===== config.mk =====
export PLATFORM = sky130hd
export DESIGN_NAME = inv_butterfly2
export DESIGN_NICKNAME = d
export VERILOG_FILES = /design/src/rtl/fft_pkg.sv /design/src/rtl/inv_bf_mac.sv /design/src/rtl/inv_butterfly2.sv
export SDC_FILE = /design/constraint.sdc
export NUM_CORES = 1
export LEC_CHECK = 0
export ABC_AREA = 1
export CAP_MARGIN = 20
export CORE_MARGIN = 2
export CORE_UTILIZATION = 50
export CTS_CLUSTER_SIZE = 30
export DETAILED_ROUTE_END_ITERATION = 8
export DONT_BUFFER_PORTS = 1
export HOLD_SLACK_MARGIN = 0.12
export PLACE_DENSITY_LB_ADDON = 0.1
export SLEW_MARGIN = 30
export SYNTH_ARGS = -nofsm -noshare
export SYNTH_HDL_FRONTEND = slang
export SYNTH_SLANG_ARGS = --single-unit
export TNS_END_PERCENT = 100

===== constraint.sdc =====
create_clock -name i_clk -period 11.4 [get_ports i_clk]
set_clock_uncertainty 0.05 [all_clocks]
set_input_delay 1.14 -clock i_clk [delete_from_list [all_inputs] [get_ports i_clk]]
set_output_delay 1.14 -clock i_clk [all_outputs]
set_load 0.01 [all_outputs]

===== src/rtl/fft_pkg.sv =====
// Shared definitions for the FFT datapath: word defaults, inverse-butterfly FSM encoding,
// MAC op codes and the output reduction (saturate when INV_BUTTERFLY_SAT_EN is defined, else wrap).
package fft_pkg;

  localparam int WORD_SIZE_DEF = 16;
  localparam int FRACTION_DEF  = 8;

  localparam logic [2:0] ST_IDLE = 3'd0;
  localparam logic [2:0] ST_SUM  = 3'd1;
  localparam logic [2:0] ST_MUL0 = 3'd2;
  localparam logic [2:0] ST_MUL1 = 3'd3;
  localparam logic [2:0] ST_MUL2 = 3'd4;
  localparam logic [2:0] ST_MUL3 = 3'd5;
  localparam logic [2:0] ST_OUT  = 3'd6;

  typedef enum logic [1:0] {
    MAC_HOLD = 2'd0,
    MAC_LOAD = 2'd1,
    MAC_ADD  = 2'd2,
    MAC_SUB  = 2'd3
  } mac_op_t;

  // Reduces a wide signed value to w bits; caller keeps the low w bits of the result.
  function automatic logic signed [63:0] reduce_word(input logic signed [63:0] v, input int w);
`ifdef INV_BUTTERFLY_SAT_EN
    logic signed [63:0] hi;
    logic signed [63:0] lo;
    hi = (64'sd1 <<< (w - 1)) - 64'sd1;
    lo = -(64'sd1 <<< (w - 1));
    if (v > hi) return hi;
    else if (v < lo) return lo;
    else return v;
`else
    return (v <<< (64 - w)) >>> (64 - w);
`endif
  endfunction

endpackage


===== src/rtl/inv_bf_mac.sv =====
// Signed WORD_SIZE x WORD_SIZE multiplier feeding a load/add/subtract accumulator.
// acc_next is the value the accumulator takes at the coming edge.
module inv_bf_mac
  import fft_pkg::*;
#(
  parameter int WORD_SIZE = WORD_SIZE_DEF
) (
  input  logic                          clk,
  input  logic                          rst,
  input  mac_op_t                       op,
  input  logic signed [WORD_SIZE-1:0]   op_a,
  input  logic signed [WORD_SIZE-1:0]   op_b,
  output logic signed [2*WORD_SIZE:0]   acc_next
);

  logic signed [2*WORD_SIZE-1:0] prod;
  logic signed [2*WORD_SIZE:0]   prod_ext;
  logic signed [2*WORD_SIZE:0]   acc;

  assign prod     = $signed({{WORD_SIZE{op_a[WORD_SIZE-1]}}, op_a}) *
                    $signed({{WORD_SIZE{op_b[WORD_SIZE-1]}}, op_b});
  assign prod_ext = {prod[2*WORD_SIZE-1], prod};

  always_comb begin
    acc_next = acc;
    case (op)
      MAC_LOAD: acc_next = prod_ext;
      MAC_ADD:  acc_next = acc + prod_ext;
      MAC_SUB:  acc_next = acc - prod_ext;
      default:  acc_next = acc;
    endcase
  end

  always_ff @(posedge clk) begin
    if (rst) acc <= '0;
    else     acc <= acc_next;
  end

endmodule


===== src/rtl/inv_butterfly2.sv =====
// Radix-2 inverse butterfly: a = (X0+X1)/2, b = ((X0-X1)/2)*conj(W) on one shared multiplier.
// Product saturation is enabled by defining INV_BUTTERFLY_SAT_EN; otherwise it wraps.
module inv_butterfly2
  import fft_pkg::*;
#(
  parameter int WORD_SIZE = WORD_SIZE_DEF,
  parameter int FRACTION  = FRACTION_DEF
) (
  input  logic                 i_clk,
  input  logic                 i_rst,
  input  logic                 i_valid,
  output logic                 o_ready,
  input  logic [WORD_SIZE-1:0] i_in0_re,
  input  logic [WORD_SIZE-1:0] i_in0_im,
  input  logic [WORD_SIZE-1:0] i_in1_re,
  input  logic [WORD_SIZE-1:0] i_in1_im,
  input  logic [WORD_SIZE-1:0] i_twiddle_re,
  input  logic [WORD_SIZE-1:0] i_twiddle_im,
  output logic                 o_valid,
  input  logic                 i_ready,
  output logic [WORD_SIZE-1:0] o_out0_re,
  output logic [WORD_SIZE-1:0] o_out0_im,
  output logic [WORD_SIZE-1:0] o_out1_re,
  output logic [WORD_SIZE-1:0] o_out1_im
);

  // Handshake: a transfer happens on an edge where valid and ready are both high.
  // Upstream: o_ready is high only in IDLE. Downstream: o_valid and outputs hold until i_ready.

  localparam int ACC_W = 2 * WORD_SIZE + 1;

  logic [2:0] state;
  logic [2:0] state_next;

  logic signed [WORD_SIZE-1:0] x0_re, x0_im, x1_re, x1_im, w_re, w_im;
  logic signed [WORD_SIZE-1:0] d_re, d_im;
  logic signed [WORD_SIZE:0]   sum_re, sum_im, dif_re, dif_im;

  mac_op_t                     mac_op;
  logic signed [WORD_SIZE-1:0] mac_a, mac_b;
  logic signed [ACC_W-1:0]     acc_next;
  logic signed [ACC_W-1:0]     re_acc;
  logic signed [ACC_W-1:0]     re_shift, im_shift;

  assign o_ready = (state == ST_IDLE);

  assign sum_re = {x0_re[WORD_SIZE-1], x0_re} + {x1_re[WORD_SIZE-1], x1_re};
  assign sum_im = {x0_im[WORD_SIZE-1], x0_im} + {x1_im[WORD_SIZE-1], x1_im};
  assign dif_re = {x0_re[WORD_SIZE-1], x0_re} - {x1_re[WORD_SIZE-1], x1_re};
  assign dif_im = {x0_im[WORD_SIZE-1], x0_im} - {x1_im[WORD_SIZE-1], x1_im};

  assign re_shift = re_acc >>> FRACTION;
  assign im_shift = acc_next >>> FRACTION;

  always_comb begin
    state_next = state;
    case (state)
      ST_IDLE: if (i_valid) state_next = ST_SUM;
      ST_SUM:  state_next = ST_MUL0;
      ST_MUL0: state_next = ST_MUL1;
      ST_MUL1: state_next = ST_MUL2;
      ST_MUL2: state_next = ST_MUL3;
      ST_MUL3: state_next = ST_OUT;
      ST_OUT:  if (i_ready) state_next = ST_IDLE;
      default: state_next = ST_IDLE;
    endcase
  end

  // Operand schedule: re = dr*wr + di*wi, then im = di*wr - dr*wi.
  always_comb begin
    mac_op = MAC_HOLD;
    mac_a  = '0;
    mac_b  = '0;
    case (state)
      ST_MUL0: begin mac_op = MAC_LOAD; mac_a = d_re; mac_b = w_re; end
      ST_MUL1: begin mac_op = MAC_ADD;  mac_a = d_im; mac_b = w_im; end
      ST_MUL2: begin mac_op = MAC_LOAD; mac_a = d_im; mac_b = w_re; end
      ST_MUL3: begin mac_op = MAC_SUB;  mac_a = d_re; mac_b = w_im; end
      default: begin mac_op = MAC_HOLD; mac_a = '0;   mac_b = '0;   end
    endcase
  end

  inv_bf_mac #(
    .WORD_SIZE (WORD_SIZE)
  ) u_mac (
    .clk      (i_clk),
    .rst      (i_rst),
    .op       (mac_op),
    .op_a     (mac_a),
    .op_b     (mac_b),
    .acc_next (acc_next)
  );

  always_ff @(posedge i_clk) begin
    if (i_rst) begin
      state     <= ST_IDLE;
      o_valid   <= 1'b0;
      o_out0_re <= '0;
      o_out0_im <= '0;
      o_out1_re <= '0;
      o_out1_im <= '0;
      x0_re     <= '0;
      x0_im     <= '0;
      x1_re     <= '0;
      x1_im     <= '0;
      w_re      <= '0;
      w_im      <= '0;
      d_re      <= '0;
      d_im      <= '0;
      re_acc    <= '0;
    end else begin
      state <= state_next;
      case (state)
        ST_IDLE: begin
          if (i_valid) begin
            x0_re <= i_in0_re;
            x0_im <= i_in0_im;
            x1_re <= i_in1_re;
            x1_im <= i_in1_im;
            w_re  <= i_twiddle_re;
            w_im  <= i_twiddle_im;
          end
        end
        ST_SUM: begin
          o_out0_re <= WORD_SIZE'(sum_re >>> 1);
          o_out0_im <= WORD_SIZE'(sum_im >>> 1);
          d_re      <= WORD_SIZE'(dif_re >>> 1);
          d_im      <= WORD_SIZE'(dif_im >>> 1);
        end
        ST_MUL1: re_acc <= acc_next;
        ST_MUL3: begin
          // The imaginary sum is finished by this edge's subtract, so use acc_next.
          o_out1_re <= WORD_SIZE'(reduce_word(64'(re_shift), WORD_SIZE));
          o_out1_im <= WORD_SIZE'(reduce_word(64'(im_shift), WORD_SIZE));
          o_valid   <= 1'b1;
        end
        ST_OUT: if (i_ready) o_valid <= 1'b0;
        default: ;
      endcase
    end
  end

endmodule


* Word level (Yosys, flattened, before mapping)
Index checks and enable logic that the tools add are counted.
Cells by class: $mul 1, add/sub/neg operators 6, eq/ne operators 11, reduce and logical (&&, ||, !) cells 9, multiplexer cells 9
Operators by type and width (count):
- $pmux 33 s3 | 1
- $pmux 16 s2 | 2
- $add 16x16->17 | 2
- $sub 16x16->17 | 2
- $add 33x32->33 | 1
- $sub 33x32->33 | 1
- $mul 16x16->32 | 1
- $pmux 3 s7 | 1
- $eq 3x3->1 const B | 3
- $reduce_or 2->1 | 4
- $eq 3x2->1 const B | 2
- $mux 3 | 2
- $pmux 2 s3 | 1
- $reduce_and 2->1 | 3
- $eq 2x2->1 const B | 2
- $ne 2x2->1 const B | 2
- $eq 3x1->1 const B | 1
- $logic_not 3->1 | 1
- $eq 2x1->1 const B | 1
- $pmux 1 s2 | 1
- $reduce_bool 2->1 | 1
- $mux 1 | 1
Word-level totals: word-level logic and storage cells 52, output and inout bits 66, register bits 253

* Longest topological paths before layout
depth after elaboration 6, mapped depth 49

* By module
A second synthesis with hierarchy kept.
Second synthesis, totals: cells, all modules 4062, area, all modules 27181.1 um2
By module, submodules not included:
- inv_bf_mac | cells an instance 2298, sequential area each 660.6 um2, instances 1, area each 15389.8 um2
- inv_butterfly2 | cells an instance 1764, sequential area each 4244.1 um2, instances 1, area each 11791.3 um2

* Worst setup path after synthesis
No wires, ideal clock.
path type reg2reg, from reg state[1], to reg re_acc[18], stages on the path, launching flop included 40, buffers on the path 2, data arrival time 8.128 ns, setup time 0.116 ns, slack 3.106 ns, cells stage by stage dfxtp_1 > nand3_2 > nand2_2 > clkinv_1 > clkbuf_1 > o22ai_1 > clkbuf_1 > nand2_1 > fa_1 > fa_1 > fa_1 > fa_1 > inv_1 > fa_1 > inv_1 > fa_1 > inv_1 > ha_1 > [... 4 more ...] > nor2_1 > nand3_1 > nand2_1 > xor2_1 > ha_1 > a21oi_1 > o221ai_1 > a21oi_1 > inv_1 > a21oi_1 > inv_1 > or2_2 > nand3_1 > o21ai_0 > a21oi_1 > nand2_1 > o211ai_1 > inv_1
On the way: word-level cells in the longest chain between the ends 6, elaborated cells between the ends (all ways) 18, classes of those cells 2 x add/sub; 1 x mul; 7 x eq/ne; 4 x mux; 4 x reduce/logical
RTL lines:
- start, declared | line inv_butterfly2.sv:32 | logic [2:0] state;
- start signal, assigned | line inv_butterfly2.sv:112 | state <= state_next;
- $eq 3x3->1, or another cell as far along | line inv_butterfly2.sv:74 | case (state)
- $reduce_or 2->1 (no source line)
- $pmux 16 s2 | line inv_butterfly2.sv:74
- $mul 16x16->32 | line inv_bf_mac.sv:20 | assign prod = $signed({{WORD_SIZE{op_a[WORD_SIZE-1]}}, op_a}) *
- $sub 33x32->33 / $add 33x32->33 (equally long branches) | line inv_bf_mac.sv:29, inv_bf_mac.sv:28
- $pmux 33 s3 | line inv_bf_mac.sv:26 | case (op)
- end signal, assigned | line inv_butterfly2.sv:130 | ST_MUL1: re_acc <= acc_next;
- end, declared | line inv_butterfly2.sv:42 | logic signed [ACC_W-1:0] re_acc;
Parallel ways exist; a longest one is shown, timed or not. A chain may end at the register's enable or synchronous reset.

* Final worst setup path
from reg state[1], to reg o_out1_im[13]
On the way: word-level cells in the longest chain between the ends 6, elaborated cells between the ends (all ways) 18, classes of those cells 2 x add/sub; 1 x mul; 7 x eq/ne; 4 x mux; 4 x reduce/logical
RTL lines:
- $eq 3x3->1, or another cell as far along | line inv_butterfly2.sv:74, inv_butterfly2.sv:113
- $reduce_or 2->1 (no source line)
- $pmux 16 s2 | line inv_butterfly2.sv:74
- $mul 16x16->32 | line inv_bf_mac.sv:20
- $sub 33x32->33 / $add 33x32->33 (equally long branches) | line inv_bf_mac.sv:29, inv_bf_mac.sv:28
- $pmux 33 s3 | line inv_bf_mac.sv:26
- end signal, assigned | line inv_butterfly2.sv:134 | o_out1_im <= WORD_SIZE'(reduce_word(64'(im_shift), WORD_SIZE));
- end, declared | line inv_butterfly2.sv:24 | output logic [WORD_SIZE-1:0] o_out1_im
Parallel ways exist; a longest one is shown, timed or not.

==> summary.md <==
| Metric | Value |
|---|---|
| Slew headroom | `roughly 35%` |
| Setup bufs post-CTS | `0` |
| Layout Cells excl Fill | `3371` |
| Most common cell after layout, fill and taps aside | `inv_1` |
| Skew-Pair Late Insertion Delay | `~0.55 ns` |
| TNS Setup | `0 ns` |
| Worst flop-to-flop path endpoint | `o_out1_im[13]$_SDFFE_PP0P_` |
| Cell Pwr Density | `around 190 nW/um^2` |
| Main flop type after synthesis | `dfxtp_1` |
| Area growth syn-to-layout | `6.16%` |
| Final count of hold timing violations | `0` |
| WL final | `57.7 mm` |
| Initial Util | `between 50% and 60%` |
| Initial antenna violation count | `5` |
| # placed instances | `approximately 3300` |
| Final Critical Period | `9.80 ns` |
| Peak VDD IR | `0.143 mV` |
| Max clock buf depth | `3` |
| Setup Viol. Count Final | `0` |
| Crit path DAT | `~10 ns` |
| Cts-stage hold buffer count | `0` |
| Global-route usage over all layers | `between 20% and 30%` |
| Slew @ Worst Pin | `slightly below 1 ns` |
| Critical path class | `flip-flop to flip-flop` |
| Final core occ | `53.5%` |
| Row Count | `75` |
| Flip-flop and latch count after synthesis | `236` |
| Final Power | `4.28 mW` |
| Layout cells sized above 1 | `4.28%` |
| Seq/Total Area, Yosys | `22.4%` |
| Num ports | `roughly 170` |
| Wire per inst | `17.1 microns` |
| Grt ovf | `0` |
| Detailed Place HPWL | `43.9 mm` |
| DR pass1 iterations | `5` |
| Clk sink count | `236` |
| Vert. Die Dim | `about 210 microns` |
| Cell variety after synth | `49` |
| RSZ-0062 raised after global routing | `no` |
| Status | `completed` |
| Slowest cell on the critical path | `fa_1` |
| CTS Buf Count | `27` |
| DR iter-0 viols | `1149` |
| Leakage | `about 12 nW` |
| FF-to-FF Start | `state[1]$_SDFFE_PP0P_` |
| Root Driver | `clkbuf_16` |
| H-tree depth | `1` |
| Most frequent cells in the layout | `628 x inv_1, 581 x nand2_1, 260 x a21oi_1` |
| Die area | `~44000 sq um` |
| Final GP Congestion | `0.894` |
| Synth Warn # | `0` |
| First-pass GRT wire length | `~95 mm` |
| Routed vias/inst | `5.30` |
| Die Wd | `209 microns` |
| Final worst-path cycle share | `roughly 86%` |
| Residual DRC | `0` |
| Crit-path max FO | `48` |
| Critical path's largest stage delay | `0.56 ns` |
| Max cap viols | `0` |
| CP Launch Type | `flip-flop` |
| Ys async rst share | `0%` |
| Most frequent CP cell | `inv_1` |
| Mapped cell area | `between 20000 and 25000 sq um` |
| R2R cell count | `45` |
| Clk pin slew, worst setup/hold paths | `around 0.060 ns` |
| Hold path startpoint | `w_im[1]$_SDFFE_PP0P_` |
| Fillers | `4051` |
| Worst Hold End | `w_im[1]$_SDFFE_PP0P_` |
| Vias | `17852` |
| Worst hold-check path type | `flip-flop to flip-flop` |
| Required time worst endpoint | `roughly 12 ns` |
| Nets@finish | `3260` |
| Syn Nets | `~3300` |
| Core Area | `roughly 42000 sq um` |
| Post-CTS resize count | `0` |
| FMAX | `between 100 and 150 MHz` |
| Reg2Reg Setup Slack | `1.60 ns` |
| PortBufs | `0` |
| Antenna-violating nets left | `0` |
| Vias in the first global route | `around 18000` |
| Mapped Cells | `slightly below 3000` |
| Worst Setup End Kind | `flip-flop` |
| Synthesized area per cell | `between 7 and 8 sq um` |
| Largest net degree at the start of global routing | `about 110` |
| Number of synthesized flops with an enable pin | `0` |
| Count of pins over their slew limit | `0` |
| Hold Path Depth | `2` |
| TritonCTS clock tree | `yes` |
synthesized netlist by cell type (7+ instances only):
master | n | area (sq um)
o22ai_1 | 14 | 87.6
o21ai_0 | 184 | 921
a31oi_1 | 12 | 75.1
clkbuf_1 | 116 | 435
dfxtp_1 | 236 | 4720
a21oi_1 | 260 | 1300
inv_2 | 8 | 30.0
xor2_1 | 82 | 718
nand2_1 | 582 | 2180
ha_1 | 157 | 1960
inv_1 | 628 | 2360
nor3_1 | 9 | 45.0
fa_1 | 192 | 3840
nor2_1 | 103 | 387
or2_2 | 14 | 87.6
nand2_2 | 10 | 62.6
a21boi_0 | 9 | 67.6
xnor2_1 | 14 | 123
nand3_1 | 100 | 500
o31ai_1 | 7 | 52.6
a21o_1 | 8 | 60.1
nand4_1 | 11 | 68.8
o211ai_1 | 17 | 128
o21bai_1 | 51 | 383
area by class of cell:
| class | instances | area [sq um] | share of cell area [%] |
|---|---|---|---|
| Multi-Input combinational cell | 1880 | 13500 | 60.2 |
| Sequential cell | 236 | 4720 | 21.1 |
| Inverter | 640 | 2410 | 10.8 |
| Clock buffer | 36 | 769 | 3.44 |
| Tap cell | 539 | 674 | 3.02 |
| Timing Repair Buffer | 26 | 199 | 0.890 |
| Clock inverter | 12 | 108 | 0.481 |
| Antenna cell | 2 | 5.00 | 0.0224 |
worst max-delay path: cells and delay by family, from the launching register on:
kind / cells / cell delay [ns]
flip-flops: 1 / 0.46
XOR/XNOR: 1 / 0.22
AND/OR/NAND/NOR: 18 / 2.67
AO/OA/AOI/OAI: 6 / 0.95
buffers and inverters: 12 / 1.78
adder cells (fa/ha/maj): 8 / 3.57
worst max-delay path by stage:
stage / depth (start not counted) / slack (ns) / from / endpoint
after floorplan: 39 / 3.11 / state[1]$_SDFFE_PP0P_ / re_acc[18]$_SDFFE_PP0P_
after detailed placement: 45 / 1.75 / state[1]$_SDFFE_PP0P_ / re_acc[21]$_SDFFE_PP0P_
after global placement: 41 / 1.80 / state[2]$_SDFFE_PP0P_ / re_acc[21]$_SDFFE_PP0P_
after CTS: 45 / 1.68 / state[1]$_SDFFE_PP0P_ / re_acc[21]$_SDFFE_PP0P_
final: 45 / 1.60 / state[1]$_SDFFE_PP0P_ / o_out1_im[13]$_SDFFE_PP0P_
after global routing: 47 / 0.77 / state[1]$_SDFFE_PP0P_ / o_out1_im[13]$_SDFFE_PP0P_
registers in the layout, indices dropped and copies added, names as in the netlist, named ones only:
signal and cells:
u_mac.acc 16, x0_im 16, x1_re 16, o_out0_im 16
d_re 16, o_out1_re 16, x1_im 16, o_out0_re 16
re_acc 16, o_out1_im 16, w_im 16, w_re 16
state 3, x0_re 16, o_valid 1, d_im 16
kinds of logic (layout without fill, tap and decap cells):
group	after synthesis	count (layout)	synth area share, %
AND/OR/NAND/NOR	850	850	16.6
flip-flops	236	236	22.4
XOR/XNOR	96	96	3.99
other	0	2	0
adder cells (fa/ha/maj)	349	349	27.6
buffers and inverters	765	714	13.8
AO/OA/AOI/OAI	585	585	15.6
report_power, final:
part / internal (mW) / total (mW) / switching [mW] / leakage (nW)
sequential: 1.03 / 1.17 / 0.144 / 1.93
clock: 0.499 / 0.862 / 0.363 / 0.428
combinational: 0.730 / 2.24 / 1.51 / 9.35
metrics by stage:
step	setup WS (ns)	area (sq um)	hold WS [ns]
2_1_floorplan	3.11	21100	0.380
3_3_place_gp	1.80	21400	0.395
3_5_place_dp	1.75	21500	0.396
4_1_cts	1.68	22300	0.410
5_1_grt	0.774	22300	0.432
6_report	1.60	22400	0.406
routing by layer:
layer	vias up	part of all wire (%)	wire length [microns]	GRT usage (%)
met3	75	6.7	3880	4.36
met1	8536	46	26800	38.0
li1	8761	-	-	-
met2	476	45	25800	42.9
met4	4	2.0	1180	6.35
met5	-	0.042	24	0
No activity file was read; power rests on OpenSTA's default activity.
